<file path="src/rtl/mips_pkg.sv">
// Shared definitions for the multi-cycle MIPS control path: state encoding,
// opcodes and the mux/ALU select encodings shared with ALU control.
package mips_pkg;

    localparam int unsigned OP_W = 6;
    localparam int unsigned ST_W = 4;

    typedef enum logic [ST_W-1:0] {
        S_FETCH    = 4'd0,
        S_DECODE   = 4'd1,
        S_MEM_ADR  = 4'd2,
        S_MEM_RD   = 4'd3,
        S_MEM_WB   = 4'd4,
        S_MEM_WR   = 4'd5,
        S_RTYPE_EX = 4'd6,
        S_RTYPE_WB = 4'd7,
        S_BEQ_EX   = 4'd8,
        S_J_EX     = 4'd9,
        S_ADDI_EX  = 4'd10,
        S_ANDI_EX  = 4'd11,
        S_IMM_WB   = 4'd12
    } state_e;

    localparam logic [OP_W-1:0] OP_RTYPE = 6'd0;
    localparam logic [OP_W-1:0] OP_J     = 6'd2;
    localparam logic [OP_W-1:0] OP_BEQ   = 6'd4;
    localparam logic [OP_W-1:0] OP_ADDI  = 6'd8;
    localparam logic [OP_W-1:0] OP_ANDI  = 6'd12;
    localparam logic [OP_W-1:0] OP_LW    = 6'd35;
    localparam logic [OP_W-1:0] OP_SW    = 6'd43;

    localparam logic [1:0] ALU_ADD = 2'b00;
    localparam logic [1:0] ALU_SUB = 2'b01;
    localparam logic [1:0] ALU_RF  = 2'b10;
    localparam logic [1:0] ALU_AND = 2'b11;

    localparam logic [1:0] SRCB_B      = 2'b00;
    localparam logic [1:0] SRCB_FOUR   = 2'b01;
    localparam logic [1:0] SRCB_IMM    = 2'b10;
    localparam logic [1:0] SRCB_IMM_SH = 2'b11;

    localparam logic [1:0] PC_ALU    = 2'b00;
    localparam logic [1:0] PC_ALUOUT = 2'b01;
    localparam logic [1:0] PC_JUMP   = 2'b10;
    localparam logic [1:0] PC_REG_A  = 2'b11;

endpackage

</file>
<file path="src/rtl/multicycle_control_if.sv">
// Control/status bundle between the main control FSM (master) and the datapath (slave).
interface multicycle_control_if;
    import mips_pkg::*;

    logic [OP_W-1:0] opcode;
    logic            jr;
    logic            zero;
    logic            mem_ready;

    logic            pc_write;
    logic            pc_write_cond;
    logic            i_or_d;
    logic            mem_read;
    logic            mem_write;
    logic            ir_write;
    logic            mem_to_reg;
    logic            reg_dst;
    logic            reg_write;
    logic            alu_src_a;
    logic [1:0]      alu_src_b;
    logic [1:0]      alu_op;
    logic [1:0]      pc_source;
    logic            illegal;
    logic [ST_W-1:0] state;

    // Effective PC load enable as seen by the datapath PC register.
    logic            pc_en;
    assign pc_en = pc_write | (pc_write_cond & zero);

    modport master (
        input  opcode, jr, mem_ready,
        output pc_write, pc_write_cond, i_or_d, mem_read, mem_write, ir_write,
               mem_to_reg, reg_dst, reg_write, alu_src_a, alu_src_b, alu_op,
               pc_source, illegal, state
    );

    modport slave (
        output opcode, jr, zero, mem_ready,
        input  pc_write, pc_write_cond, i_or_d, mem_read, mem_write, ir_write,
               mem_to_reg, reg_dst, reg_write, alu_src_a, alu_src_b, alu_op,
               pc_source, illegal, state, pc_en
    );

endinterface

</file>
<file path="src/rtl/multicycle_control.sv">
// Main control FSM of the multi-cycle MIPS datapath: sequences fetch/decode/execute/
// memory/writeback and decodes Moore-style datapath controls from the current state.
module multicycle_control
    import mips_pkg::*;
(
    input  logic                clk,
    input  logic                reset,
    multicycle_control_if.master bus
);

    state_e state_q, state_d;

    always_ff @(posedge clk or posedge reset) begin
        if (reset) state_q <= S_FETCH;
        else       state_q <= state_d;
    end

    always_comb begin
        state_d           = state_q;
        bus.pc_write      = 1'b0;
        bus.pc_write_cond = 1'b0;
        bus.i_or_d        = 1'b0;
        bus.mem_read      = 1'b0;
        bus.mem_write     = 1'b0;
        bus.ir_write      = 1'b0;
        bus.mem_to_reg    = 1'b0;
        bus.reg_dst       = 1'b0;
        bus.reg_write     = 1'b0;
        bus.alu_src_a     = 1'b0;
        bus.alu_src_b     = SRCB_B;
        bus.alu_op        = ALU_ADD;
        bus.pc_source     = PC_ALU;
        bus.illegal       = 1'b0;
        bus.state         = ST_W'(state_q);

        case (state_q)
            // IR and PC+4 only commit on the cycle memory actually returns the word.
            S_FETCH: begin
                bus.mem_read  = 1'b1;
                bus.alu_src_b = SRCB_FOUR;
                bus.ir_write  = bus.mem_ready;
                bus.pc_write  = bus.mem_ready;
                if (bus.mem_ready) state_d = S_DECODE;
            end
            S_DECODE: begin
                bus.alu_src_b = SRCB_IMM_SH;
                case (bus.opcode)
                    OP_RTYPE:     state_d = S_RTYPE_EX;
                    OP_LW, OP_SW: state_d = S_MEM_ADR;
                    OP_BEQ:       state_d = S_BEQ_EX;
                    OP_J:         state_d = S_J_EX;
                    OP_ADDI:      state_d = S_ADDI_EX;
                    OP_ANDI:      state_d = S_ANDI_EX;
                    default: begin
                        bus.illegal = 1'b1;
                        state_d     = S_FETCH;
                    end
                endcase
            end
            S_MEM_ADR: begin
                bus.alu_src_a = 1'b1;
                bus.alu_src_b = SRCB_IMM;
                state_d       = (bus.opcode == OP_LW) ? S_MEM_RD : S_MEM_WR;
            end
            S_MEM_RD: begin
                bus.i_or_d   = 1'b1;
                bus.mem_read = 1'b1;
                if (bus.mem_ready) state_d = S_MEM_WB;
            end
            S_MEM_WB: begin
                bus.reg_write  = 1'b1;
                bus.mem_to_reg = 1'b1;
                state_d        = S_FETCH;
            end
            S_MEM_WR: begin
                bus.i_or_d    = 1'b1;
                bus.mem_write = 1'b1;
                if (bus.mem_ready) state_d = S_FETCH;
            end
            // jr resolves here: register A goes straight to the PC, skipping writeback.
            S_RTYPE_EX: begin
                bus.alu_src_a = 1'b1;
                bus.alu_op    = ALU_RF;
                if (bus.jr) begin
                    bus.pc_write  = 1'b1;
                    bus.pc_source = PC_REG_A;
                    state_d       = S_FETCH;
                end else begin
                    state_d = S_RTYPE_WB;
                end
            end
            S_RTYPE_WB: begin
                bus.reg_write = 1'b1;
                bus.reg_dst   = 1'b1;
                state_d       = S_FETCH;
            end
            S_BEQ_EX: begin
                bus.alu_src_a     = 1'b1;
                bus.alu_op        = ALU_SUB;
                bus.pc_write_cond = 1'b1;
                bus.pc_source     = PC_ALUOUT;
                state_d           = S_FETCH;
            end
            S_J_EX: begin
                bus.pc_write  = 1'b1;
                bus.pc_source = PC_JUMP;
                state_d       = S_FETCH;
            end
            S_ADDI_EX: begin
                bus.alu_src_a = 1'b1;
                bus.alu_src_b = SRCB_IMM;
                state_d       = S_IMM_WB;
            end
            S_ANDI_EX: begin
                bus.alu_src_a = 1'b1;
                bus.alu_src_b = SRCB_IMM;
                bus.alu_op    = ALU_AND;
                state_d       = S_IMM_WB;
            end
            S_IMM_WB: begin
                bus.reg_write = 1'b1;
                state_d       = S_FETCH;
            end
            default: state_d = S_FETCH;
        endcase
    end

endmodule

</file>
<file path="src/flat_wrapper.sv">
// flat-port wrapper written by rule: the top's interface ports become plain ports
module multicycle_control_flat import mips_pkg::*;
  (clk, reset, bus_opcode, bus_jr, bus_mem_ready, bus_pc_write, bus_pc_write_cond, bus_i_or_d, bus_mem_read, bus_mem_write, bus_ir_write, bus_mem_to_reg, bus_reg_dst, bus_reg_write, bus_alu_src_a, bus_alu_src_b, bus_alu_op, bus_pc_source, bus_illegal, bus_state);
  multicycle_control_if bus_i ();
  input  logic clk;
  input  logic reset;
  input wire logic [$bits(bus_i.opcode)-1:0] bus_opcode;
  input wire logic [$bits(bus_i.jr)-1:0] bus_jr;
  input wire logic [$bits(bus_i.mem_ready)-1:0] bus_mem_ready;
  output wire logic [$bits(bus_i.pc_write)-1:0] bus_pc_write;
  output wire logic [$bits(bus_i.pc_write_cond)-1:0] bus_pc_write_cond;
  output wire logic [$bits(bus_i.i_or_d)-1:0] bus_i_or_d;
  output wire logic [$bits(bus_i.mem_read)-1:0] bus_mem_read;
  output wire logic [$bits(bus_i.mem_write)-1:0] bus_mem_write;
  output wire logic [$bits(bus_i.ir_write)-1:0] bus_ir_write;
  output wire logic [$bits(bus_i.mem_to_reg)-1:0] bus_mem_to_reg;
  output wire logic [$bits(bus_i.reg_dst)-1:0] bus_reg_dst;
  output wire logic [$bits(bus_i.reg_write)-1:0] bus_reg_write;
  output wire logic [$bits(bus_i.alu_src_a)-1:0] bus_alu_src_a;
  output wire logic [$bits(bus_i.alu_src_b)-1:0] bus_alu_src_b;
  output wire logic [$bits(bus_i.alu_op)-1:0] bus_alu_op;
  output wire logic [$bits(bus_i.pc_source)-1:0] bus_pc_source;
  output wire logic [$bits(bus_i.illegal)-1:0] bus_illegal;
  output wire logic [$bits(bus_i.state)-1:0] bus_state;
  assign bus_i.opcode = bus_opcode;
  assign bus_i.jr = bus_jr;
  assign bus_i.mem_ready = bus_mem_ready;
  assign bus_pc_write = bus_i.pc_write;
  assign bus_pc_write_cond = bus_i.pc_write_cond;
  assign bus_i_or_d = bus_i.i_or_d;
  assign bus_mem_read = bus_i.mem_read;
  assign bus_mem_write = bus_i.mem_write;
  assign bus_ir_write = bus_i.ir_write;
  assign bus_mem_to_reg = bus_i.mem_to_reg;
  assign bus_reg_dst = bus_i.reg_dst;
  assign bus_reg_write = bus_i.reg_write;
  assign bus_alu_src_a = bus_i.alu_src_a;
  assign bus_alu_src_b = bus_i.alu_src_b;
  assign bus_alu_op = bus_i.alu_op;
  assign bus_pc_source = bus_i.pc_source;
  assign bus_illegal = bus_i.illegal;
  assign bus_state = bus_i.state;
  multicycle_control u_core (.clk(clk), .reset(reset), .bus(bus_i));
endmodule
</file>
<file path="config.mk">
export PLATFORM = sky130hd
export DESIGN_NAME = multicycle_control_flat
export DESIGN_NICKNAME = d
export VERILOG_FILES = /design/src/rtl/mips_pkg.sv /design/src/rtl/multicycle_control_if.sv /design/src/rtl/multicycle_control.sv /design/src/flat_wrapper.sv
export SDC_FILE = /design/constraint.sdc
export NUM_CORES = 1
export LEC_CHECK = 0
export CORE_MARGIN = 2
export CORE_UTILIZATION = 30
export DETAILED_ROUTE_END_ITERATION = 7
export HOLD_SLACK_MARGIN = 0.03
export SETUP_SLACK_MARGIN = 0.1
export SLEW_MARGIN = 10
export SYNTH_ARGS = -nofsm -noshare
export SYNTH_HDL_FRONTEND = slang
export SYNTH_SLANG_ARGS = --single-unit
export TNS_END_PERCENT = 20
</file>
<file path="constraint.sdc">
create_clock -name clk -period 1.65 [get_ports clk]
set_input_delay 0.165 -clock clk [delete_from_list [all_inputs] [get_ports clk]]
set_output_delay 0.165 -clock clk [all_outputs]
set_load 0.01 [all_outputs]
</file>
* Word-level counts from Yosys, hierarchy flattened
Index checks and enable logic that the tools add are counted.
** Storage, ports and cells
- Logic and storage cells :: 57
- Bits in registers :: 4
- Output and inout bits :: 21
- Bits of input ports :: 10
** Cells by class
- Mux-type cells :: 24
- Equal/unequal tests :: 21
- Reduce and logical (&&, ||, !) cells :: 11
** Operators with widths (count)
- case mux 4 bit (7 select lines) :: 1
- case mux 4 bit (6 select lines) :: 1
- == test 4 bit (second input constant) :: 5
- case mux 2 bit (3 select lines) :: 3
- == test 4 x 3 -> 1 bit (second input constant) :: 4
- == test 6 x 4 -> 1 bit (second input constant) :: 2
- == test 6 bit (second input constant) :: 2
- 2-to-1 mux 1 bit :: 12
- 2-to-1 mux 4 bit :: 3
- == test 4 x 2 -> 1 bit (second input constant) :: 2
- OR reduction 2 bit :: 4
- OR reduction 7 bit :: 1
- == test 6 x 2 -> 1 bit (second input constant) :: 1
- == test 6 x 3 -> 1 bit (second input constant) :: 1
- logical NOT 6 bit :: 1
- 2-to-1 mux 3 bit :: 2
- != test 2 bit (second input constant) :: 3
- OR reduction 3 bit :: 2
- OR reduction 5 bit :: 1
- == test 4 x 1 -> 1 bit (second input constant) :: 1
- logical NOT 4 bit :: 1
- case mux 1 bit (3 select lines) :: 1
- AND reduction 3 bit :: 1
- 2-to-1 mux 2 bit :: 1

* Depth between registers and ports, before layout
Gate-level depths: netlist of the first run.
- Depth in word-level cells :: 4
- Mapped depth :: 6
- Gate-level depth less buffers :: 4

* Worst setup path after synthesis of the first run
OpenSTA, ideal clock, no wires.
- Kind :: flip-flop to output port
- Start point :: register u_core.state_q[3] (netlist: u_core.bus.state[3])
- End point :: output bus_pc_write
- Stages on the path, launching flop included :: 6
- Required time :: 1485 ps
- Data arrival time :: 1436 ps
- Path buffers :: 1
- Setup slack :: 49 ps
- Cells stage by stage :: dfrtp_1 -> buf_2 -> nor2_1 -> inv_1 -> nor4_1 -> or2_2
** On the way
- Word-level cells in the longest chain between the ends :: 2
- Elaborated cells between the ends (all ways) :: 4
- Classes of those cells :: eq/ne: 2; mux: 1; reduce/logical: 1
** Ends and longest elaborated chain
- start: declaration :: line multicycle_control.sv:11 : state_e state_q, state_d;
- start signal: assignment :: line multicycle_control.sv:15 : else state_q <= state_d;
- == test 4 bit, or another cell as far along :: line multicycle_control.sv:36 : case (state_q)
- case mux 1 bit (3 select lines) * :: line multicycle_control.sv:36
- end: declaration :: line flat_wrapper.sv:10 : output wire logic [$bits(bus_i.pc_write)-1:0] bus_pc_write;
Mark *: on every way between the ends. The rest lies on a longest branch, timed or not.

* Worst setup path in the final report of the first run
- Start point :: register u_core.state_q[1] (netlist: u_core.bus.state[1])
- End point :: register u_core.state_q[0] (netlist: u_core.bus.state[0])
** On the way
- Word-level cells in the longest chain between the ends :: 3
- Elaborated cells between the ends (all ways) :: 14
- Classes of those cells :: eq/ne: 10; mux: 1; reduce/logical: 3
** Ends and longest elaborated chain (line)
- == test 4 bit, or another cell as far along :: multicycle_control.sv:36
- OR reduction 2 bit (no source line) / != test 2 bit (equally long branches)
- case mux 4 bit (7 select lines) / AND reduction 3 bit (equally long branches)
Several ways; a longest one is shown, not always the timed one.
A chain may end at the register's enable or synchronous reset.

==> impl_metrics.ini, run 1 <==
[cells_and_area]
fin_nets = 159
n_antenna_cell = 0
drive_above_1_share = 0.449
largest_reg_flops = 4
synthToLayoutAreaGrowth_pct = 108

[timing]
tns_ns = 0
setup-violations-final = 0
hold_ws_ns = 0.114
fin_crit_ns = 1.59
fmax_mhz = 629
fin_crit_sh = 0.963
worst_pin_slew_ns = 0.298
hold_violations = 0
rsz0062_at_grt = true
fin_skew_ns = 0.00596
maxSlewHeadroom = 0.800
slew_violations = 0

[clock_network]
clk_transition_reported_paths_ns = 0.04
cts_sinks = 4
cts-root-buf = clkbuf_4
numCtsBuffers = 3
clk_path_buf_depth = 2
htreeDepth = 1
ctsHoldBuffers = 0
cts_tree = built
clock_latency_ns = 0.23

[global_route]
grt_pass1_vias = 853
track_usage = 0.194
grt_pass1_wl_um = 3660
overflow = 0
antenna_found_initial = 0
grt_start_max_net_pins = 11

[detailed_routing]
top_layer_used = met4
post_drt_wl_per_cell_um = 13.2
wl_met1_um = 926
wl_um = 2300
num_vias = 895
viasPerCell = 5.14
route.met3.wl_um = 93
met2_length_um = 1240
ant_nets = 0
first_pass_iters = 4
initialDrtViolationCount = 7
drc = 0

[critical_path]
rrSetupSlack_ns = 0.06
reg2reg_from = u_core.bus.state[1]
crit_path_end_kind = flip-flop
reg2reg_depth = 4
cp-endpoint = u_core.bus.state[0]
worstPathArrival_ns = 1.75
r2r_end = u_core.bus.state[0]
path_class = flip-flop to flip-flop
cp_max_fo = 10
startpoint = u_core.bus.state[1]
critPathLaunchType = flip-flop
crit_required_ns = 1.81

[place]
dp_hpwl_um = 1760
io_buffers = 30
place_congestion = 0.832

[synth]
synth_area_um2 = 599
yosys_register_bits = 4
synth-edff-count = 0
synth_ff_type = dfrtp_1
async_flop_share = 1.00
syn-num-nets = 102
yosysWarnings = 0
ys_seq_area_frac = 0.167
ys_types = 33
syn_avg_cell_area_um2 = 6.51
syn_inst = 92

[power]
vdd_drop_max_mv = 0.382
p_total_uw = 553
p_per_area_mw_per_mm2 = 443
p_leak_nw = 0.590

[floorplan]
row_count = 16
die_h_um = 48.7
core-area_mm2 = 0.00192
die_w_um = 48.7
io-pin-count = 31
initial_utilization = 0.312
die-area_mm2 = 0.00237

[outcome]
status = finished clean

[worst_hold_path]
holdCritPathClass = input port to asynchronous set/reset pin

[run]
maxCapViolCount = 0
==> critical path, cell delays in order (launching register included) <==
cell	delay (ns)
dfrtp_2	0.44
buf_6	0.16
or3_1	0.35
or4_1	0.41
a21oi_1	0.15
==> power by group <==
group	leakage (nW)	internal, mW	switching, mW	total [mW]
Clock	0.0138	0.0814	0.0406	0.122
Combinational	0.525	0.169	0.146	0.315
Sequential	0.0513	0.105	0.0108	0.116
==> final cells by class <==
type / instances / area [um^2]
Multi-Input combinational cell: 76 / 561
Inverter: 4 / 17.5
Sequential cell: 4 / 103
Clock buffer: 3 / 22.5
Tap cell: 27 / 33.8
Fill cell: 192 / 676
Timing Repair Buffer: 60 / 509
==> worst min-delay path by stage <==
stage,endpoint,slack (ns),cells past startpoint
after detailed placement,u_core.bus.state[2],0.36,2
after floorplan,u_core.bus.state[0],-0.07,1
after CTS,u_core.bus.state[3],0.11,2
after global placement,u_core.bus.state[2],0.35,2
final,u_core.bus.state[3],0.11,2
after global routing,u_core.bus.state[3],0.17,2
==> through the flow <==
| step | std cells | instance area [um^2] | utilization | setup slack [ns] |
|---|---|---|---|---|
| 4_1_cts | 173 | 1170 | 0.609 | -0.00678 |
| 6_report | 174 | 1250 | 0.648 | 0.0610 |
| 3_3_place_gp | 169 | 1110 | 0.576 | -0.429 |
| 2_1_floorplan | 92 | 606 | - | 0.141 |
| 5_1_grt | 174 | 1250 | 0.648 | 0.0226 |
| 3_5_place_dp | 169 | 1110 | 0.576 | -0.434 |
==> logic make-up after synthesis <==
family	after synthesis	synth area share
compound gates	26	0.269
xor+xnor	1	0.0146
buf+inv	12	0.0981
flops	4	0.167
simple gates	49	0.451
==> routing by layer <==
layer / track usage / up-vias
li1: - / 453
met1: 0.200 / 407
met2: 0.386 / 31
met3: 0.0247 / 4
met4: 0.0810 / 0
met5: 0 / -
==> placed cells by master (no fill, tap or decap), types with 2 or more instances in the layout <==
cell,n
buf_4,23
buf_2,10
a21oi_1,8
buf_6,8
clkdlybuf4s50_1,7
nor2_1,6
nand2_1,6
nand2b_1,6
o21ai_0,5
dlygate4sd2_1,5
nor3_1,4
dlymetal6s2s_1,4
or3_1,3
inv_1,3
clkbuf_4,3
a31oi_1,2
nand3_1,2
nor2b_4,2
and3b_1,2
nor2b_1,2
nor2_4,2
nor4_4,2
clkdlybuf4s15_2,2
dfrtp_2,2
dfrtp_1,2
==> synth_stat cells (all sizes together), types with 2 or more instances <==
cell / n / area (um^2)
inv: 4 / 15.0
nor2: 8 / 30.0
nor4: 4 / 25.0
clkbuf: 2 / 7.51
and3b: 2 / 17.5
o21ai: 6 / 30.0
a21oi: 8 / 40.0
nor2b: 4 / 25.0
o22ai: 2 / 12.5
buf: 6 / 36.3
nor3: 5 / 25.0
dfrtp: 4 / 100
nand2: 6 / 22.5
nand2b: 8 / 50.1
or4: 2 / 15.0
a31oi: 2 / 12.5
nand3: 3 / 15.0
or3: 3 / 18.8
==> what timing repair did <==
action	CTS	global route
pin swaps	4	6
setup buffers	1	1
gates resized for setup	78	20
endpoints found under the setup margin	20	17
Power figures use the tool's default switching activity.
==> run 2, diff against run 1 <==
--- a/config.mk
+++ b/config.mk
@@ -7,9 +7,11 @@
 export LEC_CHECK = 0
 export CORE_MARGIN = 2
 export CORE_UTILIZATION = 30
+export CTS_CLUSTER_DIAMETER = 100
 export DETAILED_ROUTE_END_ITERATION = 7
 export HOLD_SLACK_MARGIN = 0.03
 export SETUP_SLACK_MARGIN = 0.1
+export SKIP_LAST_GASP = 1
 export SLEW_MARGIN = 10
 export SYNTH_ARGS = -nofsm -noshare
 export SYNTH_HDL_FRONTEND = slang
==> run 2 against run 1 <==
- the flow now finishes with violations (setup timing)
- power down 4.5%
- fmax down 8.0%
- critical path depth up 1
- die area unchanged
- clock-buffer cell count unchanged
- clock skew up 0.0018 ns
- largest power group unchanged
- highest routed layer unchanged
==> impl_metrics.ini, run 2 (synthesis gave the netlist of run 1 again) <==
[cells_and_area]
stdcell_count = 174
largest_reg_flops = 4
layout_commonest_cell = buf_4
fin_nets = 159
n_antenna_cell = 0
drive_above_1_share = 0.327
synthToLayoutAreaGrowth_pct = 96.2
fin_area_mm2 = 0.00118
final_util = 0.612
final_cell_mix = buf_4, clkdlybuf4s50_1, dlygate4sd2_1, nand2b_1, a21oi_1

[detailed_routing]
first_pass_iters = 4
viasPerCell = 5.02
post_drt_wl_per_cell_um = 12.5
ant_nets = 0
initialDrtViolationCount = 12
drc = 0
num_vias = 874
wl_um = 2170

[global_route]
grt_start_max_net_pins = 11
antenna_found_initial = 0
overflow = 0
grt_pass1_wl_um = 3650
grt_pass1_vias = 851
track_usage = 0.194

[power]
p_leak_nw = 0.566
vdd_drop_max_mv = 0.379
p_per_area_mw_per_mm2 = 449

[critical_path]
critPathLaunchType = flip-flop
path_class = flip-flop to output port
slowest_stage = dfrtp_1
worst_path_dominant_cell_family = simple AND/OR/NAND/NOR gates
path_cells = nor2b_2 > nand3_1 > o22ai_1 > or2_2 > clkdlybuf4s15_2
startpoint = u_core.bus.state[1]
reg2reg_depth = 4
cpPeakStageDelay_ns = 0.43
rrSetupSlack_ns = 0.08
worstPathArrival_ns = 1.56
cp_max_fo = 5
reg2reg_from = u_core.bus.state[1]
crit_required_ns = 1.48
r2r_end = u_core.bus.state[0]
crit_path_end_kind = output port
critPathBufInv = 1

[floorplan]
row_count = 16
die_h_um = 48.7
core-area_mm2 = 0.00192
io-pin-count = 31
die_w_um = 48.7
die-area_mm2 = 0.00237
initial_utilization = 0.312

[worst_hold_path]
holdCritPathClass = input port to asynchronous set/reset pin

[clock_network]
cts_sinks = 4
clk_transition_reported_paths_ns = 0.04
ctsHoldBuffers = 0
cts-root-buf = clkbuf_4
numCtsBuffers = 3
cts_tree = built
clock_latency_ns = 0.24
htreeDepth = 1
clk_path_buf_depth = 2

[timing]
rsz0062_at_grt = true
setup_slack_ns = -0.0771
fmax_mhz = 579
fin_skew_ns = 0.00780
worst_pin_slew_ns = 0.419
fin_crit_sh = 1.05
hold_violations = 0
maxSlewHeadroom = 0.718
slew_violations = 0
setup-violations-final = 3
fin_crit_ns = 1.73

[outcome]
violations = setup timing
status = finished, violations left

[run]
maxCapViolCount = 0

[place]
dp_hpwl_um = 1760
io_buffers = 30
place_congestion = 0.832
dp_cells = 169
placed_cell_area_mm2 = 0.00111
[run 2: layout make-up]
| class | count | area (um^2) |
|---|---|---|
| flip-flops and latches | 4 | 101 |
| fillers | 202 | 746 |
| repair buffers | 60 | 517 |
| inverters | 4 | 15.0 |
| multi-input cells | 76 | 487 |
| clock buffers | 3 | 22.5 |
| well taps | 27 | 33.8 |
[run 2: worst max path at each step]
stage / to / slack, ns / cells after the start
floorplan: bus_pc_write / 0.14 / 5
detailed placement: bus_illegal / -0.43 / 7
global placement: bus_illegal / -0.43 / 5
finish: bus_pc_write / -0.08 / 5
global route: bus_pc_write / -0.14 / 6
CTS: bus_illegal / -0.15 / 7
[run 2: where the power goes]
part | switching, mW | leakage, nW | internal [mW] | total (mW)
sequential | 0.00849 | 0.0529 | 0.105 | 0.113
combinational | 0.131 | 0.499 | 0.159 | 0.290
clock | 0.0429 | 0.0138 | 0.0816 | 0.124
total | 0.183 | 0.566 | 0.345 | 0.528
[run 2: what timing repair did]
| item | 4_1_cts | 5_1_grt |
|---|---|---|
| buffers inserted | 1 | 1 |
| endpoints found under the setup margin | 20 | 23 |
| gates resized for setup | 35 | 9 |
| gates cloned | 0 | 0 |
| pin swaps | 0 | 2 |
[run 2: per-layer routing]
metal  track usage  up-vias  part of all wire
met1         0.206      391              0.40
met5             0        -                 0
met3        0.0185        2             0.045
li1              -      448                 -
met2         0.379       33              0.54
met4        0.0857        0             0.011
[run 2: stage by stage]
stage / hold slack, ns / setup TNS [ns] / setup slack, ns / power (mW)
3_3_place_gp: 0.355 / -1.17 / -0.429 / 0.394
6_report: 0.111 / -0.106 / -0.0771 / 0.528
2_1_floorplan: -0.0689 / 0 / 0.141 / 0.234
4_1_cts: 0.109 / -0.392 / -0.154 / 0.525
5_1_grt: 0.169 / -0.778 / -0.143 / 0.567
3_5_place_dp: 0.364 / -1.25 / -0.434 / 0.396
